File: config.mk
export PLATFORM = sky130hd
export DESIGN_NAME = fir_tap_delay_line
export DESIGN_NICKNAME = d
export VERILOG_FILES = /design/src/rtl/fir_pkg.sv /design/src/rtl/fir_tap_reg.sv /design/src/rtl/fir_tap_delay_line.sv
export SDC_FILE = /design/constraint.sdc
export NUM_CORES = 1
export LEC_CHECK = 0
export CAP_MARGIN = 20
export CORE_ASPECT_RATIO = 0.75
export CORE_MARGIN = 3
export CORE_UTILIZATION = 40
export CTS_CLUSTER_DIAMETER = 80
export CTS_CLUSTER_SIZE = 10
export DETAILED_ROUTE_END_ITERATION = 7
export HOLD_SLACK_MARGIN = 0.03
export PLACE_DENSITY = 0.79
export SLEW_MARGIN = 25
export SYNTH_ARGS = -nofsm -noshare
export SYNTH_HDL_FRONTEND = slang
export SYNTH_SLANG_ARGS = --single-unit
File: constraint.sdc
create_clock -name clk -period 4.4 [get_ports clk]
set_clock_uncertainty 0.1 [all_clocks]
set_input_delay 0.88 -clock clk [delete_from_list [all_inputs] [get_ports clk]]
set_output_delay 0.88 -clock clk [all_outputs]
set_load 0.01 [all_outputs]
File: src/rtl/fir_pkg.sv
// -----------------------------------------------------------------------------
// fir_pkg
// Shared constants and helpers for the FIR datapath blocks (delay line, MAC).
//   FIR_DATA_W / FIR_DEPTH : default sample width and tap count.
//   cnt_w()                : width of a counter that must hold 0..depth.
//   tap_lsb()              : LSB index of tap k in a flattened tap bus, where
//                            tap k sits at [k*data_w +: data_w] and tap 0 is
//                            the newest sample.
// -----------------------------------------------------------------------------
package fir_pkg;

  localparam int FIR_DATA_W = 16;
  localparam int FIR_DEPTH  = 8;

  // Bits needed to represent every value in 0..depth inclusive.
  function automatic int cnt_w(input int depth);
    return $clog2(depth + 1);
  endfunction

  // Position of tap k inside the flattened tap vector.
  function automatic int tap_lsb(input int k, input int data_w);
    return k * data_w;
  endfunction

endpackage : fir_pkg

File: src/rtl/fir_tap_reg.sv
// -----------------------------------------------------------------------------
// fir_tap_reg
// One storage element of the tap delay line.
// Ports:
//   clk    in   clock, rising edge
//   reset  in   asynchronous active-high reset, clears q
//   clr    in   synchronous clear, wins over load
//   load   in   capture d on this edge
//   d      in   DATA_W  next sample value
//   q      out  DATA_W  stored sample
// -----------------------------------------------------------------------------
module fir_tap_reg #(
  parameter int DATA_W = 16
) (
  input  logic              clk,
  input  logic              reset,
  input  logic              clr,
  input  logic              load,
  input  logic [DATA_W-1:0] d,
  output logic [DATA_W-1:0] q
);

  logic [DATA_W-1:0] q_d;
  logic [DATA_W-1:0] q_q;

  always_comb begin
    q_d = q_q;
    if (clr) begin
      q_d = '0;
    end else if (load) begin
      q_d = d;
    end
  end

  always_ff @(posedge clk or posedge reset) begin
    if (reset) begin
      q_q <= '0;
    end else begin
      q_q <= q_d;
    end
  end

  assign q = q_q;

endmodule : fir_tap_reg

File: src/rtl/fir_tap_delay_line.sv
// -----------------------------------------------------------------------------
// fir_tap_delay_line
// Sample delay line feeding the FIR multiply-accumulate stage. Keeps the last
// DEPTH accepted samples and presents them in parallel on a flattened bus.
// Ports:
//   clk         in   clock, rising edge
//   reset       in   asynchronous active-high reset
//   in_valid    in   sample strobe, in_data accepted on every edge it is high
//   in_data     in   DATA_W input sample
//   flush       in   synchronous clear of line and fill state (drops a
//                    coincident sample)
//   taps        out  DATA_W*DEPTH, tap k at [k*DATA_W +: DATA_W], tap 0 newest
//   out_valid   out  one-cycle pulse, taps hold a fresh window for a MAC pass
//   primed      out  line holds DEPTH real samples
//   fill_count  out  CNT_W accepted samples since reset/flush, saturating
// Parameters:
//   ZERO_FILL = 0 : out_valid only once the line is full
//   ZERO_FILL = 1 : out_valid on every accept; unfilled taps read as zero
//                   (they are cleared by reset/flush, so no masking needed)
// -----------------------------------------------------------------------------
module fir_tap_delay_line
  import fir_pkg::*;
#(
  parameter  int DATA_W    = FIR_DATA_W,
  parameter  int DEPTH     = FIR_DEPTH,
  parameter  int ZERO_FILL = 0,
  localparam int CNT_W     = cnt_w(DEPTH)
) (
  input  logic                    clk,
  input  logic                    reset,
  input  logic                    in_valid,
  input  logic [DATA_W-1:0]       in_data,
  input  logic                    flush,
  output logic [DATA_W*DEPTH-1:0] taps,
  output logic                    out_valid,
  output logic                    primed,
  output logic [CNT_W-1:0]        fill_count
);

  localparam logic [CNT_W-1:0] FULL_CNT = CNT_W'(DEPTH);
  localparam logic [CNT_W-1:0] LAST_CNT = CNT_W'(DEPTH - 1);

  // flush beats in_valid: a coincident sample is dropped.
  logic accept;
  assign accept = in_valid & ~flush;

  // ---------------------------------------------------------------------------
  // Tap storage: tap 0 loads the input, tap k loads tap k-1 (shift on accept)
  // ---------------------------------------------------------------------------
  logic [DATA_W-1:0] tap_val [DEPTH];

  for (genvar k = 0; k < DEPTH; k++) begin : g_tap
    localparam int LSB = tap_lsb(k, DATA_W);
    logic [DATA_W-1:0] tap_in;

    if (k == 0) begin : g_head
      assign tap_in = in_data;
    end else begin : g_body
      assign tap_in = tap_val[k-1];
    end

    fir_tap_reg #(
      .DATA_W (DATA_W)
    ) u_tap (
      .clk   (clk),
      .reset (reset),
      .clr   (flush),
      .load  (accept),
      .d     (tap_in),
      .q     (tap_val[k])
    );

    assign taps[LSB +: DATA_W] = tap_val[k];
  end

  // ---------------------------------------------------------------------------
  // Fill / valid control
  // ---------------------------------------------------------------------------
  logic [CNT_W-1:0] fill_count_d;
  logic [CNT_W-1:0] fill_count_q;
  logic             primed_d;
  logic             primed_q;
  logic             out_valid_d;
  logic             out_valid_q;
  logic             qualifies;

  // Using the pre-accept count lets out_valid rise on the same edge that
  // writes the window it describes.
  assign qualifies = (ZERO_FILL != 0) ? 1'b1 : (fill_count_q >= LAST_CNT);

  always_comb begin
    fill_count_d = fill_count_q;
    out_valid_d  = 1'b0;
    if (flush) begin
      fill_count_d = '0;
    end else if (accept) begin
      if (fill_count_q != FULL_CNT) begin
        fill_count_d = fill_count_q + CNT_W'(1);
      end
      out_valid_d = qualifies;
    end
    // Registered copy of (fill_count == DEPTH) so primed tracks the count
    // in the same cycle without a combinational compare on the output.
    primed_d = (fill_count_d == FULL_CNT);
  end

  always_ff @(posedge clk or posedge reset) begin
    if (reset) begin
      fill_count_q <= '0;
      primed_q     <= 1'b0;
      out_valid_q  <= 1'b0;
    end else begin
      fill_count_q <= fill_count_d;
      primed_q     <= primed_d;
      out_valid_q  <= out_valid_d;
    end
  end

  assign fill_count = fill_count_q;
  assign primed     = primed_q;
  assign out_valid  = out_valid_q;

endmodule : fir_tap_delay_line

After elaboration in Yosys (flattened, before gate mapping)
Index checks and enable logic that the tools add are counted.
{"block": "word_totals", "reg_bits": 134, "input_bits": 20}
{"block": "op_classes", "addsub": 1, "order_cmp": 1, "eq_ne": 2, "mux": 21, "bitwise": 2, "reduce_logical": 1}
{"cell": "$mux W16", "n": 16}
{"cell": "$mux W4", "n": 3}
{"cell": "$add A4 B1 Y4 const B", "n": 1}
{"cell": "$eq A4 B4 Y1 const B", "n": 1}
{"cell": "$ge A4 B3 Y1 const B", "n": 1}
{"cell": "$ne A4 B4 Y1 const B", "n": 1}
{"cell": "$mux W1", "n": 2}
{"cell": "$reduce_bool A2 Y1", "n": 1}
{"cell": "$and A1 B1 Y1", "n": 1}
{"cell": "$not A1 Y1", "n": 1}

Depth between registers and ports, before layout
Gate-level depths: netlist (run 1).
{"block": "depth", "depth_word": 5, "mapped_depth": 5}

Cells and area by module
A second synthesis (run 1) with hierarchy kept.
{"block": "unflattened", "hier_cells": 455, "hier_area_um2": 5647.9}
{"mod": "fir_tap_reg", "n_inst": 8, "cells_per_inst": 53, "area_per_inst_um2": 664.4, "seq_area_each_um2": 400.4}
{"mod": "fir_tap_delay_line", "n_inst": 1, "cells_per_inst": 31, "area_per_inst_um2": 332.8, "seq_area_each_um2": 150.1}

Least setup slack after synthesis (run 1)
No wires, ideal clock.
{"block": "synth_timing", "path_type": "in2reg", "startpoint": "in in_valid", "endpoint": "reg g_tap[0].u_tap.q_q[15]", "setup_time_ns": 0.132, "arrival_ns": 1.513, "setup_slack_ns": 2.655, "stages": 5, "n_path_buf": 3, "path_cell_list": "buf_6 buf_12 buf_12 mux2i_1 nor2_1"}
{"block": "synth_between", "elab_chain_cells": 2}
{"element": "from (decl)", "line_no": "fir_tap_delay_line.sv:31", "rtl": "input logic in_valid,"}
{"element": "$and A1 B1 Y1", "line_no": "fir_tap_delay_line.sv:45", "rtl": "assign accept = in_valid & ~flush;"}
{"element": "$reduce_bool A2 Y1 (no line)"}
{"element": "to (signal assigned)", "line_no": "fir_tap_reg.sv:39", "rtl": "q_q <= q_d;"}
{"element": "to (decl)", "line_no": "fir_tap_reg.sv:24", "rtl": "logic [DATA_W-1:0] q_q;"}
No other way between the ends.
A chain may end at the register's enable or synchronous reset.

Final worst setup path (run 1)
{"block": "layout_timing", "startpoint": "reg fill_count_q[0], in the netlist fill_count[0]", "endpoint": "out fill_count[0]"}
{"element": "from (decl)", "line_no": "fir_tap_delay_line.sv:80", "rtl": "logic [CNT_W-1:0] fill_count_q;"}
{"element": "from (signal assigned)", "line_no": "fir_tap_delay_line.sv:113", "rtl": "fill_count_q <= fill_count_d;"}
{"element": "to (decl)", "line_no": "fir_tap_delay_line.sv:37", "rtl": "output logic [CNT_W-1:0] fill_count"}
No word-level cell between the ends.

==> results of run 1 <==
## registers in the layout, indices dropped and copies added, names as in the netlist
name,flops
primed,1
fill_count,4
g_tap.u_tap.q,128
out_valid,1
## synth_stat cells
| cell type | count |
|---|---|
| nor2b_1 | 1 |
| nor3b_1 | 1 |
| a211o_1 | 1 |
| and3b_1 | 1 |
| buf_8 | 1 |
| inv_1 | 3 |
| nand2_1 | 1 |
| xor2_1 | 1 |
| dfrtp_1 | 134 |
| nor4_2 | 1 |
| o211ai_2 | 1 |
| nand2b_1 | 4 |
| buf_12 | 11 |
| buf_6 | 2 |
| nor2_1 | 130 |
| nand4_1 | 1 |
| clkbuf_1 | 5 |
| buf_2 | 10 |
| nand4b_1 | 1 |
| ha_1 | 2 |
| a21oi_1 | 1 |
| buf_4 | 1 |
| mux2i_1 | 130 |
## stage by stage
step / utilization (%) / std cells
2_1_floorplan: - / 444
3_3_place_gp: 53.1 / 743
3_5_place_dp: 53.1 / 743
4_1_cts: 57.6 / 775
5_1_grt: 57.6 / 775
6_report: 57.6 / 775
## worst max-delay path by stage
| stage | from | endpoint | slack (ns) |
|---|---|---|---|
| CTS | g_tap[4].u_tap.q[9]$_DFFE_PP0P_ | taps[73] | 1.92 |
| global route | fill_count[2]$_DFF_PP0_ | fill_count[2] | 1.86 |
| detailed placement | in_valid | g_tap[0].u_tap.q[12]$_DFFE_PP0P_ | 1.81 |
| finish | fill_count[0]$_DFF_PP0_ | fill_count[0] | 1.96 |
| floorplan | reset | fill_count[0]$_DFF_PP0_ | 1.75 |
| global placement | in_valid | g_tap[3].u_tap.q[8]$_DFFE_PP0P_ | 1.88 |
## report_power, final
part / switching (W) / leakage (nW) / internal, W
Clock: 0.000539 / 0.286 / 0.000870
Combinational: 0.000107 / 1.58 / 0.0000909
Sequential: 0.0000178 / 1.85 / 0.00125
Total: 0.000663 / 3.72 / 0.00221
## per-layer routing
metal  share of wire [%]  vias to the layer above
li1                    -                     1784
met1                  46                     1921
met2                  46                      103
met3                 7.1                        9
met4                0.64                        0
met5                   0                        -
## area by class of cell
class,instances,area [um2]
sequential,134,3350
clock inverter,13,145
multi-input combinational,277,1930
tap,171,214
timing repair buffer,158,1590
fill,1076,5680
clock buffer,19,453
inverter,3,15.0
## logic make-up after synthesis
kind of cell               synth area share (%)
buffers and inverters                      6.14
muxes                                      23.1
adders and majority gates                 0.445
AOI/OAI and AO/OA                         0.467
DFF                                        59.6
xor gates and xnor gates                  0.156
and+or+nand+nor                            10.1
==> summary.txt, run 1 <==
========================================================================================================
Total clock buffers created by CTS                                                                    17
Clock Tree Buf Depth                                                                                   2
R2r endpoint                                                                                primed$_DFF_PP0_
Final critical path time including I/O delays and setup                                          2.44 ns
Mean cell area of the mapped netlist                                                            12.7 um2
Area of the placeable core                                                                     13400 um2
Fraction of post-synthesis cell area in the top cell type by area                                  59.6%
Worst path cell trace                                                                       clkdlybuf4s50_1
Unique masters post-synth                                                                             23
Worst Hold End                                                                              g_tap[7].u_tap.q[7]$_DFFE_PP0P_
Total Negative Setup Slacks                                                                         0 ns
GP Congestion                                                                                      0.753
PnR worst setup slack                                                                            1.96 ns
Maxcap violations                                                                                      0
Total Nets Final                                                                                     613
Final number of hold-violating endpoints                                                               0
PortBufs                                                                                             153
#FFs+latches synth                                                                                   134
Maximum resistive drop on vdd                                                                     259 uV
Number of stages on the worst setup path                                                               1
Pin count of the biggest net entering global routing                                                  94
Detailed-route via count                                                                            3817
Largest stage delay on the critical path                                                         0.60 ns
Avg WL per Cell                                                                                  17.0 um
Net count of the mapped netlist                                                                      466
Worst-Margin Slew                                                                               0.770 ns
Met1 capacity usage during global routing                                                          23.9%
Cell at the root of the clock tree                                                             clkbuf_16
Hold bufs inserted after CTS                                                                           0
Crit-path leading delay family                                                              buffers and inverters
Met2 Resource Use GR                                                                               25.4%
Critical path's slowest cell                                                                clkdlybuf4s50_1
Main area contributors after synthesis                                                      dfrtp_1, mux2i_1, nor2_1
Fraction of final layout cells with drive strength greater than 1                                  6.95%
Cells after Synth                                                                                    444
P_leak                                                                                           3.72 nW
Final Setup Violations                                                                                 0
Netlist Area Pre-Place                                                                          5630 um2
Number of diodes                                                                                       0
Final Cycle Share                                                                                  55.5%
Number of clock sinks                                                                                134
Final count of pins violating max slew                                                                 0
DR vias/cell                                                                                        4.93
Relative slew slack                                                                                48.7%
Unrepaired setup endpoints after global routing                                                       no
Site row count                                                                                        36
Layout-stage area growth over the synthesis result                                                 36.9%
Die H                                                                                             109 um
Cell type with the largest total area after synthesis                                            dfrtp_1
Routed WL                                                                                        13.2 mm
Residual antenna-violating net count after detailed routing                                            0
Register-to-register setup slack                                                                 2.82 ns
Required @ worst endpoint                                                                        3.42 ns
Grt ovf                                                                                                0
Post-CTS clock slew at the launch and capture registers of the worst setup and hold paths        0.06 ns
Worst hold path type                                                                        flop to flop
Worst path bufs/invs                                                                                   1
Final Cell Area                                                                                 7700 um2
Final Power                                                                                    0.00288 W
Critical R2R Launch                                                                         fill_count[0]$_DFF_PP0_
Most common library cell in the layout ignoring fill and taps                               clkdlybuf4s50_1
Overall fraction of global-route tracks in use                                                     17.1%
Insertion delay of the later-clocked pin in the worst-skew pair                                  0.41 ns
Met3 layer usage reported by global route                                                          6.14%
Highest-count cells in the layout ignoring fill and taps                                    clkdlybuf4s50_1, dfrtp_1, mux2i_1, nor2_1, clkbuf_16
CP Launch Type                                                                                      flop
DRC violations left                                                                                    0
Minimum setup slack after placement                                                              1.81 ns
Layer carrying the most global-route usage                                                          met2
Worst Hold Slack                                                                                0.420 ns
Largest fanout on the critical path                                                                    7
Synth Warn #                                                                                           0
Starting DRT DRC Count                                                                               214
Depth of the worst register-to-register path                                                           5
Proportion of synthesized chip area in sequential cells                                            59.6%
Wire length of the first global-routing pass                                                     21.0 mm
Class of the most critical setup path                                                       flop to primary output
Die outline area                                                                               15500 um2
Initial Util                                                                                       42.1%
Initial antenna violation count                                                                        0
Detail Placement HPWL                                                                            8.84 mm
Run status                                                                                  complete, no violations
DIE WIDTH                                                                                         143 um
Max Freq                                                                                       0.409 GHz
Hold path start                                                                             g_tap[7].u_tap.q[7]$_DFFE_PP0P_
Buffers inserted during post-CTS setup optimization                                                    0
Level count of the clock H-tree                                                                        4
Areal power density over the cells                                                            373 nW/um2
Vias in the first global route                                                                      3840
Arrival time of data at the critical path endpoint                                               1.46 ns
Pre-Repair DR Iteration Count                                                                          4
WHS Path Cells                                                                                         2
Num ports                                                                                            154
Post-place instance area                                                                        7100 um2
Post-cts gate resize count                                                                             0
Endpoint type of the worst setup path                                                       primary output
TritonCTS clock tree                                                                                 yes
========================================================================================================
Note: power is estimated with default switching activity, not from simulation.
==> run 2: changes to the inputs <==
--- a/config.mk
+++ b/config.mk
@@ -13,7 +13,7 @@
 export CTS_CLUSTER_SIZE = 10
 export DETAILED_ROUTE_END_ITERATION = 7
 export HOLD_SLACK_MARGIN = 0.03
-export PLACE_DENSITY = 0.79
+export PLACE_DENSITY = 0.76
 export SLEW_MARGIN = 25
 export SYNTH_ARGS = -nofsm -noshare
 export SYNTH_HDL_FRONTEND = slang
==> constraint.sdc (replaced) <==
create_clock -name clk -period 2.4 [get_ports clk]
set_clock_uncertainty 0.1 [all_clocks]
set_input_delay 0.48 -clock clk [delete_from_list [all_inputs] [get_ports clk]]
set_output_delay 0.48 -clock clk [all_outputs]
set_load 0.01 [all_outputs]
==> summary.txt, run 2 (synthesis results as in run 1) <==
========================================================================================================
Run status                                                                                  complete, no violations
Worst path bufs/invs                                                                                   1
P_leak                                                                                           3.80 nW
Final count of pins violating max slew                                                                 0
Starting DRT DRC Count                                                                               178
Relative slew slack                                                                                63.6%
Largest fanout on the critical path                                                                    7
CP Launch Type                                                                                      flop
Cell at the root of the clock tree                                                             clkbuf_16
Unrepaired setup endpoints after global routing                                                       no
Number of clock sinks                                                                                134
Die outline area                                                                               15500 um2
Total clock buffers created by CTS                                                                    17
Routed WL                                                                                        13.3 mm
Clock Tree Buf Depth                                                                                   2
Pin count of the biggest net entering global routing                                                  63
Arrival time of data at the critical path endpoint                                               1.48 ns
Initial Util                                                                                       42.1%
Max FFs per register                                                                                 128
Crit-path leading delay family                                                              buffers and inverters
TritonCTS clock tree                                                                                 yes
Wire length of the first global-routing pass                                                     21.7 mm
Grt ovf                                                                                                0
Overall fraction of global-route tracks in use                                                     17.8%
Initial antenna violation count                                                                        0
Avg WL per Cell                                                                                  17.0 um
Maximum resistive drop on vdd                                                                     562 uV
Worst hold path type                                                                        input pin to async pin
Number of diodes                                                                                       0
Layout-stage area growth over the synthesis result                                                 39.8%
Endpoint type of the worst setup path                                                       primary output
Total Nets Final                                                                                     618
Critical path's slowest cell                                                                clkdlybuf4s50_1
PnR worst setup slack                                                                           0.339 ns
Residual antenna-violating net count after detailed routing                                            0
Class of the most critical setup path                                                       flop to primary output
Final critical path time including I/O delays and setup                                          2.06 ns
Insertion delay of the later-clocked pin in the worst-skew pair                                  0.40 ns
Buffers inserted during post-CTS setup optimization                                                    0
Final number of hold-violating endpoints                                                               0
Fraction of final layout cells with drive strength greater than 1                                  7.40%
Largest stage delay on the critical path                                                         0.61 ns
Num ports                                                                                            154
Post-CTS clock slew at the launch and capture registers of the worst setup and hold paths        0.05 ns
Final Setup Violations                                                                                 0
Pre-Repair DR Iteration Count                                                                          4
Hold bufs inserted after CTS                                                                           0
Post-cts gate resize count                                                                             0
Total Negative Setup Slacks                                                                         0 ns
Level count of the clock H-tree                                                                        4
Areal power density over the cells                                                            704 nW/um2
Area of the placeable core                                                                     13400 um2
Die H                                                                                             109 um
DIE WIDTH                                                                                         143 um
Max Freq                                                                                       0.485 GHz
Vias in the first global route                                                                      3892
Detail Placement HPWL                                                                            8.94 mm
Final Cycle Share                                                                                  85.9%
Detailed-route via count                                                                            3817
Maxcap violations                                                                                      0
DR vias/cell                                                                                        4.90
PortBufs                                                                                             153
Worst path cell trace                                                                       clkdlybuf4s50_1
DRC violations left                                                                                    0
Worst-Margin Slew                                                                               0.545 ns
Highest-count cells in the layout ignoring fill and taps                                    clkdlybuf4s50_1, dfrtp_1, mux2i_1, nor2_1, clkbuf_16
GP Congestion                                                                                      0.772
Most common library cell in the layout ignoring fill and taps                               clkdlybuf4s50_1
Required @ worst endpoint                                                                        1.82 ns
Site row count                                                                                        36
Minimum setup slack after placement                                                             0.647 ns
========================================================================================================
==> run 2: cell types whose count changed in the layout (fill, tap and decap cells not counted) <==
cell / change
buf_12: +6
clkbuf_1: +1
buf_4: -1
clkinv_4: -3
clkbuf_8: +4
bufinv_16: +2
inv_6: -3
clkinvlp_4: -1
clkinv_2: -1
==> run 2: routing by layer <==
layer / vias to the layer above / GRT usage (%) / part of all wire, %
met1: 1918 / 25.1 / 47
met3: 8 / 6.44 / 6.4
li1: 1784 / - / -
met4: 0 / 3.46 / 0.47
met2: 107 / 26.9 / 46
met5: - / 0 / 0
==> run 2: path summary, 6_finish.rpt <==
check	startpoint	to	slack [ns]	depth (start not counted)
hold reg to reg	g_tap[7].u_tap.q[2]$_DFFE_PP0P_	g_tap[7].u_tap.q[2]$_DFFE_PP0P_	0.43	2
min in group clk	flush	g_tap[3].u_tap.q[5]$_DFFE_PP0P_	0.42	2
setup reg to reg	fill_count[0]$_DFF_PP0_	primed$_DFF_PP0_	0.83	5
hold / removal	reset	g_tap[6].u_tap.q[7]$_DFFE_PP0P_	0.40	2
setup / recovery	fill_count[0]$_DFF_PP0_	fill_count[0]	0.34	1
max in group asynchronous	reset	g_tap[2].u_tap.q[3]$_DFFE_PP0P_	1.22	3
==> run 2: layout make-up <==
type,count,area (um2)
fillers,1081,5510
flip-flops and latches,134,3350
multi-input cells,277,1930
repair buffers,163,1710
clock buffers,24,512
well taps,171,214
clock inverters,7,140
inverters,3,15.0
==> run 2: where the power goes <==
group          total [W]  internal [W]  leakage, nW  switching [W]
combinational   0.000384      0.000183         1.63       0.000202
sequential       0.00233       0.00229         1.85      0.0000327
clock            0.00282       0.00190        0.315       0.000923
total            0.00553       0.00438         3.80        0.00116
==> run 2: worst register-to-register path, delay by kind of cell, from the launching register on <==
kind,cells,cell delay [ns]
muxes,1,0.19
AOI/OAI and AO/OA,1,0.30
buffers and inverters,1,0.07
DFF,1,0.47
adders and majority gates,1,0.23
and+or+nand+nor,1,0.08
==> run 2: stage by stage <==
step	cells	hold slack (ns)	power (W)	instance area (um2)	utilization, %
2_1_floorplan	444	0.455	0.00262	5630	-
3_3_place_gp	748	0.403	0.00275	7220	53.9
3_5_place_dp	748	0.410	0.00276	7220	53.9
4_1_cts	779	0.395	0.00560	7870	58.8
5_1_grt	779	0.424	0.00575	7870	58.8
6_report	779	0.397	0.00553	7870	58.8
